--- src/rtl/fetch_ctrl_pkg.sv ---
// Shared constants and state encoding for the instruction-fetch controller.
package fetch_ctrl_pkg;

  typedef enum logic {
    DROP = 1'b0,
    RUN  = 1'b1
  } fetch_state_e;

  localparam logic [31:0] DEFAULT_RESET_PC = 32'h0000_3000;
  localparam logic [31:0] PC_INCR          = 32'd4;

endpackage

--- src/rtl/fetch_ctrl.sv ---
// Instruction-fetch control: PC register, BRAM enable, EX redirect handling,
// wrong-path drop FSM and taken-redirect counter.
module fetch_ctrl
  import fetch_ctrl_pkg::*;
#(
  parameter logic [31:0] RESET_PC = DEFAULT_RESET_PC
) (
  input  logic        clk,
  input  logic        rst,
  input  logic        stall,
  input  logic        ex_valid,
  input  logic        br_jal_success,
  input  logic [31:0] br_jal_pc,
  input  logic        alu_to_pc,
  input  logic [31:0] alu_y,
  output logic [31:0] imem_addr,
  output logic        imem_en,
  output logic [31:0] if_pc,
  output logic        if_valid,
  output logic        flush_ifid,
  output logic        flush_idex,
  output logic        misalign_err,
  output logic [31:0] redirect_cnt
);

  fetch_state_e state_q, state_d;
  logic [31:0]  pc_q, pc_d;
  logic [31:0]  if_pc_q, if_pc_d;
  logic         misalign_q, misalign_d;
  logic [31:0]  cnt_q, cnt_d;

  logic         redirect;
  logic [31:0]  raw_target;
  logic [31:0]  target;
  logic         target_misaligned;

  always_comb begin
    redirect          = ex_valid & (alu_to_pc | br_jal_success);
    raw_target        = alu_to_pc ? {alu_y[31:1], 1'b0} : br_jal_pc;
    target_misaligned = raw_target[1];
    target            = target_misaligned ? {raw_target[31:2], 2'b00} : raw_target;

    // A redirect overrides stall: the stalled ID instruction is younger and gets flushed.
    imem_en = ~stall | redirect;

    pc_d = pc_q + PC_INCR;
    if (redirect) begin
      pc_d = target;
    end else if (stall) begin
      pc_d = pc_q;
    end

    if_pc_d    = imem_en ? pc_q : if_pc_q;
    misalign_d = misalign_q | (redirect & target_misaligned);
    cnt_d      = cnt_q + {31'd0, redirect};

    state_d = state_q;
    unique case (state_q)
      DROP:    if (redirect) state_d = DROP;
               else if (imem_en) state_d = RUN;
      RUN:     if (redirect) state_d = DROP;
      default: state_d = DROP;
    endcase
  end

  always_ff @(posedge clk) begin
    if (rst) begin
      state_q    <= DROP;
      pc_q       <= RESET_PC;
      if_pc_q    <= RESET_PC;
      misalign_q <= 1'b0;
      cnt_q      <= '0;
    end else begin
      state_q    <= state_d;
      pc_q       <= pc_d;
      if_pc_q    <= if_pc_d;
      misalign_q <= misalign_d;
      cnt_q      <= cnt_d;
    end
  end

  assign imem_addr    = pc_q;
  assign if_pc        = if_pc_q;
  assign if_valid     = (state_q == RUN);
  assign flush_ifid   = redirect;
  assign flush_idex   = redirect;
  assign misalign_err = misalign_q;
  assign redirect_cnt = cnt_q;

endmodule

--- config.mk ---
export PLATFORM = sky130hd
export DESIGN_NAME = fetch_ctrl
export DESIGN_NICKNAME = d
export VERILOG_FILES = /design/src/rtl/fetch_ctrl_pkg.sv /design/src/rtl/fetch_ctrl.sv
export SDC_FILE = /design/constraint.sdc
export NUM_CORES = 1
export LEC_CHECK = 0
export ABC_AREA = 1
export BUFFER_PORTS_ARGS = -buffer_cell sky130_fd_sc_hd__buf_2
export CORE_MARGIN = 1
export CORE_UTILIZATION = 25
export CTS_CLUSTER_SIZE = 14
export DETAILED_ROUTE_END_ITERATION = 16
export HOLD_SLACK_MARGIN = 0.08
export PLACE_DENSITY_LB_ADDON = 0.2
export SLEW_MARGIN = 30
export SYNTH_ARGS = -nofsm -noshare
export SYNTH_HDL_FRONTEND = slang
export SYNTH_SLANG_ARGS = --single-unit
--- constraint.sdc ---
create_clock -name clk -period 3.5 [get_ports clk]
set_clock_uncertainty 0.2 [all_clocks]
set_input_delay 0.175 -clock clk [delete_from_list [all_inputs] [get_ports clk]]
set_output_delay 0.175 -clock clk [all_outputs]
set_load 0.02 [all_outputs]
## After elaboration in Yosys (flattened, before gate mapping)

Index checks and enable logic that the tools add are counted.

| word-level totals | value |
|---|---|
| flip-flop bits (word level) | 98 |
| input port bits | 70 |

| operators by class | value |
|---|---|
| add/sub/neg operators | 2 |
| equal/unequal tests | 1 |
| multiplexer cells | 8 |
| bitwise logic cells | 7 |

Operators with widths:

| kind | count |
|---|---|
| $mux 32 | 3 |
| $add 32x1->32 | 1 |
| $add 32x3->32 const B | 1 |
| $mux 1 | 4 |
| $or 1x1->1 | 3 |
| $and 1x1->1 | 2 |
| $ne 2x1->1 const B | 1 |
| $not 1->1 | 2 |
| $pmux 1 s2 | 1 |

## Depth between registers and ports, before layout

Gate-level depths: netlist (run 1).

| depth | value |
|---|---|
| depth in word-level cells | 6 |
| mapped depth | 13 |

## Worst setup path after synthesis (run 1)

Ideal clock, no wire load.

| path | value |
|---|---|
| path type | register to register |
| start | reg cnt_q[0] (netlist: redirect_cnt[0]) |
| end | reg cnt_q[30] (netlist: redirect_cnt[30]) |
| library setup time | 0.132 ns |
| arrival | 1.719 ns |
| data required time | 3.168 ns |
| setup slack | 1.449 ns |
| stages on the path, launching flop included | 13 |
| path buffers | 0 |
| clock period less this slack | 2.051 ns |
| path through | dfxtp_1 > inv_1 > nor2_4 > ha_1 > nand2_1 > inv_1 > nand2_1 > nor2_1 > inv_1 > nor2_1 > nand2_1 > nand2_1 > a21oi_1 |

| on the way | value |
|---|---|
| cells in the longest elaborated chain, start to end | 1 |

RTL lines:

| what | RTL line | text |
|---|---|---|
| start: declaration | fetch_ctrl.sv:30 | `logic [31:0] cnt_q, cnt_d;` |
| start signal: assignment | fetch_ctrl.sv:78 | `cnt_q <= cnt_d;` |
| $add 32x1->32 | fetch_ctrl.sv:55 | `cnt_d = cnt_q + {31'd0, redirect};` |

No other way between the ends.
A chain may end at the register's enable or synchronous reset.

## Final worst setup path (run 1)

| path | value |
|---|---|
| start | in br_jal_success |
| end | reg pc_q[14] (netlist: imem_addr[14]) |

| on the way | value |
|---|---|
| cells in the longest elaborated chain, start to end | 3 |
| elaborated cells on any way between the ends | 4 |

RTL lines:

| what | RTL line | text |
|---|---|---|
| start: declaration | fetch_ctrl.sv:12 | `input logic br_jal_success,` |
| $or 1x1->1 * | fetch_ctrl.sv:38 | `redirect = ex_valid & (alu_to_pc \| br_jal_success);` |
| $and 1x1->1 * | fetch_ctrl.sv:38 |  |
| $ne 2x1->1 (no source line) or $mux 32 (tied branches) | - |  |
| end signal: assignment | fetch_ctrl.sv:75 | `pc_q <= pc_d;` |
| end: declaration | fetch_ctrl.sv:27 | `logic [31:0] pc_q, pc_d;` |

Every way passes the cells marked *; elsewhere a longest branch is shown, timed or not.

==> qor.txt, run 1 <==
GRT Total Usage: 0.175
clock root buffer: clkbuf_16
vias per cell: 4.52
Slew Limit Fails: 0
DRC errors left: 0
die width: 149 um
RSZ-0062 raised after global routing: no
Post-Syn Instances: 858
netlist area before placement: 5380 um2
worst path cell trace: dlygate4sd3_1 > buf_2 > o21ai_4 > inv_2 > a31oi_1 > dlygate4sd3_1 > o211a_1 > dlygate4sd3_1
vias: 6,050
top cells by count, synth: nand2_1 (209), nor2_1 (170), dfxtp_1 (96)
htree depth: 3
post-synthesis to final-layout area growth: 34.8%
largest net degree at the start of global routing: 66
setup violators final: 0
Max Cap Violations: 0
initial antenna violation count: 0
Hold Violations, Final: 0
Mapped Avg Cell Area: 6.27 um2
Detailed Route WL: 19,000 um
Die ar.: 22,100 um2
main flop type after synthesis: dfxtp_1
dpl cells: 1,270
Fin Setup TNS: 0 ns
Initial Util: 0.255
VDD IR max: 0.167 mV
synth warn: 0
fin crit period: 3.04 ns
drt first pass iters: 6
Least-Margin Pin Slew: 0.726 ns
#FFs+latches synth: 96
vias in the first global route: 5,778
Fin Hold WS: 0.0885 ns
pre-CTS setup slack: 1.12 ns
FMAX: 0.329 GHz
Num CTS Buffers: 9
cell family with most CP delay: buffers and inverters
share of layout cells above drive strength 1: 0.199
CORE AREA: 21,100 um2
Die Span Y: 149 um
clock transition at the registers of the reported paths: 0.08 ns
Arr. time, crit path: 3.14 ns
detailed placement HPWL: 13,900 um
Crit path largest cell delay: 0.57 ns
Antenna Nets Post-Route: 0
Max Buffers Root-to-Sink: 2
buffers added on ports: 167
synth top area cells: dfxtp_1 (36%), nand2_1 (15%), nor2_1 (12%)
Slowest cell on crit path: dlygate4sd3_1
Seq/Total Area, Yosys: 0.357
Setup crit start kind: primary input
Async SR Flop Fraction: 0
Non-Filler Instances: 1,338
Crit path required time: 3.60 ns
CP Capture Type: flop
total power per unit cell area: 384 nW/um2
Leak: 3.09 nW
EDFF count, synth: 0
total power: 2.78 mW
cell taking the most area after synthesis: dfxtp_1
fin crit share: 0.868
GRT overflow: 0
n_diodes: 0
Cell variety after synth: 35
wire per inst: 14.2 um
drt initial violations: 278
row count: 53
most common cell type on the critical path: dlygate4sd3_1
HP Class: primary input to flop
CTS sink cnt: 96
clock insertion delay at the later pin of the skew report: 0.36 ns
most common cell in the netlist: nand2_1
CTS tree: done
fin worst setup slack: 0.464 ns
# IOs: 171
WS Path Type: primary input to flop
CP Max Fanout: 27
first-pass GRT wire length: 30,100 um
top cell type's share of synthesized area: 0.357
CP bufs+invs: 5
worst relative slew slack: 0.516
run status: completed
placer congestion estimate: 0.850
Final #Nets: 1,130
[worst paths after layout]
check | startpoint | to | slack, ns | depth (start not counted)
max | br_jal_success | imem_addr[14] | 0.46 | 8
min | br_jal_pc[2] | imem_addr[2] | 0.09 | 7
max reg2reg | imem_addr[3] | imem_addr[14] | 0.84 | 8
min reg2reg | if_pc[13] | if_pc[13] | 0.27 | 2
[routing by layer]
| metal | up-vias | GRT usage | wire (um) |
|---|---|---|---|
| li1 | 3165 | - | - |
| met1 | 2727 | 0.218 | 8800 |
| met2 | 139 | 0.299 | 8860 |
| met3 | 19 | 0.0387 | 981 |
| met4 | 0 | 0.0557 | 359 |
| met5 | - | 0 | 0 |
[state kept, by name, indices dropped and copies added, names as in the netlist]
signal	count
redirect_cnt	32
misalign_err	1
if_pc	31
if_valid	1
imem_addr	31
[final cells by class]
class                   instances  area, um2
clock buffers                  10        229
clock inverters                 6       75.1
fillers                      2372      13800
inverters                      77        289
well taps                     275        344
flip-flops and latches         96       1920
repair buffers                227       1420
multi-input cells             647       2970
[layout by cell type (no fill, tap or decap), types with 2 or more instances in the layout]
cell and instances:
nand2_1 209, nor2_1 170, buf_2 167, dfxtp_1 96
inv_1 73, a21oi_1 61, o21ai_0 60, dlygate4sd3_1 52
nand3_1 45, nor3_1 22, o31ai_1 19, xor2_1 10
clkbuf_16 9, buf_4 8, nand2_2 6, a31oi_1 6
nor2_4 5, nand4_1 5, or2_2 4, inv_2 3
nor2_2 3, o211ai_1 3, inv_6 3, nand3b_1 2
and2_1 2, a211oi_1 2, xnor2_1 2, o21ai_1 2
ha_1 2, conb_1 2
[repair_timing]
item | 4_1_cts | 5_1_grt
setup endpoints to repair | 0 | 0
hold endpoints to repair | 29 | 0
gates resized for setup | 0 | 0
hold buffers | 52 | 0
buffers inserted | 0 | 0
[report_power, final]
part           total (mW)  leakage (nW)  switching (mW)  internal, mW
combinational       0.503          2.16           0.304         0.199
clock                1.06         0.146           0.490         0.569
sequential           1.22         0.787          0.0655          1.15
[logic make-up after synthesis]
family | share of synthesized area
compound gates | 0.161
xor+xnor | 0.0195
fa+ha+maj | 0.00465
buf+inv | 0.0907
flops | 0.357
other cells | 0.000697
simple gates | 0.366
[worst reg2reg max path, delay by kind of cell, from the launching register on]
kind	cells	cell delay (ns)
AND/OR/NAND/NOR	5	0.92
buffers and inverters	1	0.54
flip-flops	1	0.43
adder cells (fa/ha/maj)	1	0.22
AO/OA/AOI/OAI	1	0.22
[metrics by stage]
stage,cell area [um2],util
final,7250,0.344
after global routing,7250,0.344
after CTS,7250,0.344
after detailed placement,6420,0.305
after global placement,6420,0.305
after floorplan,5380,-
Note: power is estimated with default switching activity, not from simulation.
==> inputs of run 2 (changes only) <==
clock period = 2.9 ns   (was 3.5 ns; I/O delays follow)
==> qor.txt, run 2 (same netlist as run 1, synthesis figures left out) <==
run status: completed
CP Capture Type: flop
fin worst setup slack: 0.235 ns (-0.228 ns)
most frequent cells in the layout: nand2_1 (209), nor2_1 (170), buf_2 (167)
Clk network pwr share: 0.385 (+0.004)
GRT Total Usage: 0.178 (+0.00246)
detailed placement HPWL: 13,900 um (-0.35%)
drt initial violations: 345 (+24%)
wire per inst: 14.1 um (-0.98%)
dpl cells: 1,271 (+0.079%)
fin crit share: 0.919
drt first pass iters: 4 (-2)
n_diodes: 0 (unchanged)
die width: 149 um (unchanged)
Initial Util: 0.255 (unchanged)
share of layout cells above drive strength 1: 0.199 (about the same)
logic gate share of total power: 0.185 (+0.004)
VDD IR max: 0.297 mV (+77%)
# IOs: 171 (unchanged)
filler instances: 2,365 (-0.30%)
placer congestion estimate: 0.859 (+1.0%)
fin crit period: 2.66 ns
clock transition at the registers of the reported paths: 0.07 ns (about the same)
Sw Share: 0.294 (-0.0148)
Hold Crit Start: br_jal_pc[19]
Crit path required time: 3.00 ns (-0.60 ns)
Setup crit start kind: primary input
largest net degree at the start of global routing: 66 (unchanged)
max reg flops: 32 (unchanged)
RSZ-0062 raised after global routing: no
Die Span Y: 149 um (unchanged)
initial antenna violation count: 0 (unchanged)
most common cell type on the critical path: dlygate4sd3_1
HP Class: primary input to flop
GRT overflow: 0 (unchanged)
Antenna Nets Post-Route: 0 (unchanged)
P_int: 2.41 mW (+25%)
total power: 3.41 mW (+23%)
vias per cell: 4.50 (-0.45%)
CTS tree: done
row count: 53 (unchanged)
Final #Nets: 1,146 (+1.4%)
crit path launch: br_jal_success
htree depth: 3 (unchanged)
Sequential Power Share: 0.430 (-0.008)
Hold Violations, Final: 0 (unchanged)
vias in the first global route: 5,890 (+1.9%)
vias: 6,090 (+0.66%)
Num CTS Buffers: 9 (unchanged)
commonest non-fill, non-tap cell in the layout: nand2_1
clock root buffer: clkbuf_16
CP Max Fanout: 16 (-41%)
clock insertion delay at the later pin of the skew report: 0.35 ns (about the same)
Fin Setup TNS: 0 ns (unchanged)
post-synthesis to final-layout area growth: 38.1%
WS Path Type: primary input to flop
Detailed Route WL: 19,000 um (+0.13%)
CORE AREA: 21,100 um2 (unchanged)
Post-DP Area: 6440 um2 (+0.31%)
total power per unit cell area: 460 nW/um2 (+20%)
worst path cell trace: dlygate4sd3_1 > buf_2 > o21ai_4 > inv_4 > buf_4 > a31oi_1 > dlygate4sd3_1 > o211a_1 > dlygate4sd3_1
Leak: 3.17 nW (+2.6%)
DRC errors left: 0 (unchanged)
final core utilization: 0.352 (+0.00860)
worst relative slew slack: 0.520 (+0.00432)
Slowest cell on crit path: dlygate4sd3_1
Crit path largest cell delay: 0.58 ns (about the same)
setup violators final: 0 (unchanged)
buffers added on ports: 167 (unchanged)
CP bufs+invs: 6 (+1)
Slew Limit Fails: 0 (unchanged)
Least-Margin Pin Slew: 0.719 ns (-0.00648 ns)
Die ar.: 22,100 um2 (unchanged)
Net Switching: 1.00 mW (+17%)
RR Startpoint: imem_addr[3]
Max Cap Violations: 0 (unchanged)
CTS sink cnt: 96 (unchanged)
first-pass GRT wire length: 30,600 um (+1.4%)
Non-Filler Instances: 1,353 (+1.1%)
Fin Hold WS: 0.105 ns (+0.0163 ns)
Max Buffers Root-to-Sink: 2 (unchanged)
Arr. time, crit path: 2.76 ns (-0.38 ns)
cell family with most CP delay: buffers and inverters
design area: 7430 um2 (+2.5%)
pre-CTS setup slack: 0.716 ns (-0.401 ns)
FMAX: 0.375 GHz
## run 2: timing repair
action | in CTS | in global routing
endpoints found under the setup margin | 0 | 1
hold endpoints to repair | 32 | 0
hold buffers | 65 | 0
buffers inserted | 0 | 2
gates resized for setup | 0 | 2
## run 2: routing by layer
layer  GRT usage  wire [um]
met1       0.224       8710
met3      0.0396       1110
met4      0.0500        272
met5           0          0
met2       0.302       8940
## run 2: power groups by stage
stage | clock network, mW | registers, mW | logic, mW
2_1_floorplan | 0 | 1.57 | 0.262
4_1_cts | 1.35 | 1.47 | 0.637
3_3_place_gp | 0 | 1.50 | 0.551
5_1_grt | 1.40 | 1.48 | 0.703
3_5_place_dp | 0 | 1.50 | 0.551
6_report | 1.31 | 1.47 | 0.631
## run 2: cell type report
| class | count | area [um2] | area share |
|---|---|---|---|
| clock buffer | 9 | 225 | 0.0303 |
| multi-input combinational | 647 | 2970 | 0.400 |
| tap | 275 | 344 | 0.0463 |
| timing repair buffer | 243 | 1580 | 0.213 |
| inverter | 77 | 292 | 0.0392 |
| clock inverter | 6 | 92.6 | 0.0125 |
| sequential | 96 | 1920 | 0.259 |
## run 2: path summary, 6_finish.rpt
path,endpoint,slack [ns],depth (start not counted)
hold reg to reg,if_pc[12],0.27,2
hold / removal,imem_addr[19],0.10,5
setup reg to reg,imem_addr[14],0.29,8
setup / recovery,imem_addr[14],0.24,9
## run 2: worst register-to-register path: stages (launching register included)
cell	delay, ns
dfxtp_1	0.43
ha_1	0.21
nand2_1	0.11
nor2_2	0.20
nand2_1	0.16
nor2_1	0.28
nand3_1	0.15
o211a_1	0.23
dlygate4sd3_1	0.55
==> inputs of run 3 (changes only) <==
BUFFER_PORTS_ARGS = -buffer_cell sky130_fd_sc_hd__buf_4   (was -buffer_cell sky130_fd_sc_hd__buf_2)
CORE_UTILIZATION = 52   (was 25)
==> qor.txt, run 3 (same netlist as run 1, synthesis figures left out) <==
run status: completed
cell family with most CP delay: buffers and inverters
vias per cell: 5.28 (+17%)
first-pass GRT wire length: 28,000 um (-8.6%)
drt first pass iters: 5 (+1)
row count: 36 (-32%)
fin crit share: 0.932 (+0.0133)
CORE AREA: 9910 um2 (-53%)
largest net degree at the start of global routing: 63 (-4.5%)
Max Cap Violations: 0 (unchanged)
buffers added on ports: 167 (unchanged)
VDD IR max: 0.304 mV (+2.4%)
Die Span Y: 104 um (-30%)
drt initial violations: 304 (-12%)
pre-CTS setup slack: 0.717 ns (+0.000699 ns)
Crit path required time: 2.95 ns (-0.05 ns)
Initial Util: 0.543 (+0.288)
WS Path Type: primary input to flop
# IOs: 171 (unchanged)
wire per inst: 13.9 um (-0.89%)
Slew Limit Fails: 0 (unchanged)
most frequent cells in the layout: nand2_1 (209), buf_4 (175), nor2_1 (168)
CTS sink cnt: 96 (unchanged)
GRT Total Usage: 0.313 (+0.135)
htree depth: 3 (unchanged)
CTS tree: done
HP Class: primary input to flop
Max Buffers Root-to-Sink: 2 (unchanged)
worst path cell trace: dlygate4sd3_1 > buf_4 > o21ai_4 > dlygate4sd3_1 > nor2_4 > ha_1 > nand2_1 > inv_1 > nand2_1 > nor2_2 > inv_1 > nor2_2 > nand2_1 > nand2_1 > a21oi_1
DRC errors left: 0 (unchanged)
CP Capture Type: flop
detailed placement HPWL: 11,300 um (-18%)
fin crit period: 2.70 ns (+0.0384 ns)
Leak: 3.17 nW (about the same)
Setup crit start kind: primary input
Die ar.: 10,800 um2 (-51%)
die width: 104 um (-30%)
n_diodes: 0 (unchanged)
Crit path largest cell delay: 0.59 ns (about the same)
setup violators final: 0 (unchanged)
max reg flops: 32 (unchanged)
vias in the first global route: 6,056 (+2.8%)
GRT overflow: 0 (unchanged)
Arr. time, crit path: 2.75 ns (about the same)
commonest non-fill, non-tap cell in the layout: nand2_1
Least-Margin Pin Slew: 0.682 ns (-0.0372 ns)
post-synthesis to final-layout area growth: 39.8%
FMAX: 0.370 GHz (-1.4%)
clock insertion delay at the later pin of the skew report: 0.37 ns (+0.02 ns)
Antenna Nets Post-Route: 0 (unchanged)
initial antenna violation count: 0 (unchanged)
Detailed Route WL: 16,900 um (-11%)
placer congestion estimate: 0.904 (+5.3%)
total power: 3.02 mW (-11%)
vias: 6,386 (+4.9%)
fin worst setup slack: 0.197 ns (-0.0384 ns)
total power per unit cell area: 402 nW/um2 (-13%)
clock transition at the registers of the reported paths: 0.09 ns (+0.02 ns)
clock root buffer: clkbuf_8
Final #Nets: 1,145 (-0.087%)
post-CTS setup buffer count: 0 (unchanged)
CP bufs+invs: 5 (-1)
worst relative slew slack: 0.545 (+0.0248)
Hold Violations, Final: 0 (unchanged)
most common cell type on the critical path: nand2_1
share of layout cells above drive strength 1: 0.197 (-0.00242)
Num CTS Buffers: 9 (unchanged)
Slowest cell on crit path: dlygate4sd3_1
CP Max Fanout: 6 (-10)
run 3: cell types whose count changed in the layout (fill, tap and decap cells not counted), moves of 2 or more:
cell           previous run  this run
buf_2                   167         0
buf_4                    10       175
clkbuf_1                  0         2
clkbuf_16                 9         0
clkbuf_8                  0         9
dlygate4sd3_1            65        67
inv_6                     2         0
nor2_1                  170       168
nor2_2                    3         5
run 3: stage by stage:
step	instances	util	setup TNS (ns)	area, um2	hold WS [ns]
2_1_floorplan	859	-	0	5380	0.119
3_3_place_gp	1128	0.672	0	6660	0.246
6_report	1209	0.759	0	7520	0.0950
3_5_place_dp	1128	0.672	0	6660	0.249
5_1_grt	1209	0.759	-0.000540	7520	0.121
4_1_cts	1209	0.758	0	7510	0.0978
run 3: report_power, final:
group | switching [mW] | total, mW | internal [mW]
registers | 0.0829 | 1.47 | 1.39
logic | 0.366 | 0.690 | 0.323
clock network | 0.470 | 0.861 | 0.391
total | 0.919 | 3.02 | 2.11
run 3: final timing paths:
kind	from	to	slack, ns	cells after the start
min reg2reg	if_pc[12]	if_pc[12]	0.28	2
max reg2reg	imem_addr[3]	imem_addr[8]	0.76	8
max	ex_valid	redirect_cnt[30]	0.20	15
min	alu_y[10]	imem_addr[10]	0.09	6
run 3: area by class of cell:
type,instances,area (um2)
Multi-Input combinational cell,647,2980
Fill cell,800,2390
Timing Repair Buffer,242,1980
Sequential cell,96,1920
Inverter,77,289
Tap cell,133,166
Clock buffer,11,131
Clock inverter,3,45.0
run 3: metal layers:
| metal | vias to the layer above | share of wire | global-route usage |
|---|---|---|---|
| met5 | - | 0 | 0 |
| met4 | 0 | 0.020 | 0.0918 |
| met3 | 40 | 0.068 | 0.0554 |
| met2 | 253 | 0.49 | 0.557 |
| met1 | 2904 | 0.42 | 0.385 |
| li1 | 3189 | - | - |
run 3: repair_timing:
| item | 4_1_cts | 5_1_grt |
|---|---|---|
| hold endpoints to repair | 61 | 0 |
| resized for setup | 0 | 3 |
| setup endpoints to repair | 0 | 3 |
| hold buffers | 67 | 0 |
run 3: worst reg2reg max path: stages, from the launching register on:
cell           delay, ns
dfxtp_1             0.44
ha_1                0.22
nand2_1             0.10
inv_1               0.12
nand3_1             0.11
o21ai_0             0.16
nand3_1             0.08
dlygate4sd3_1       0.57
nor2_1              0.08
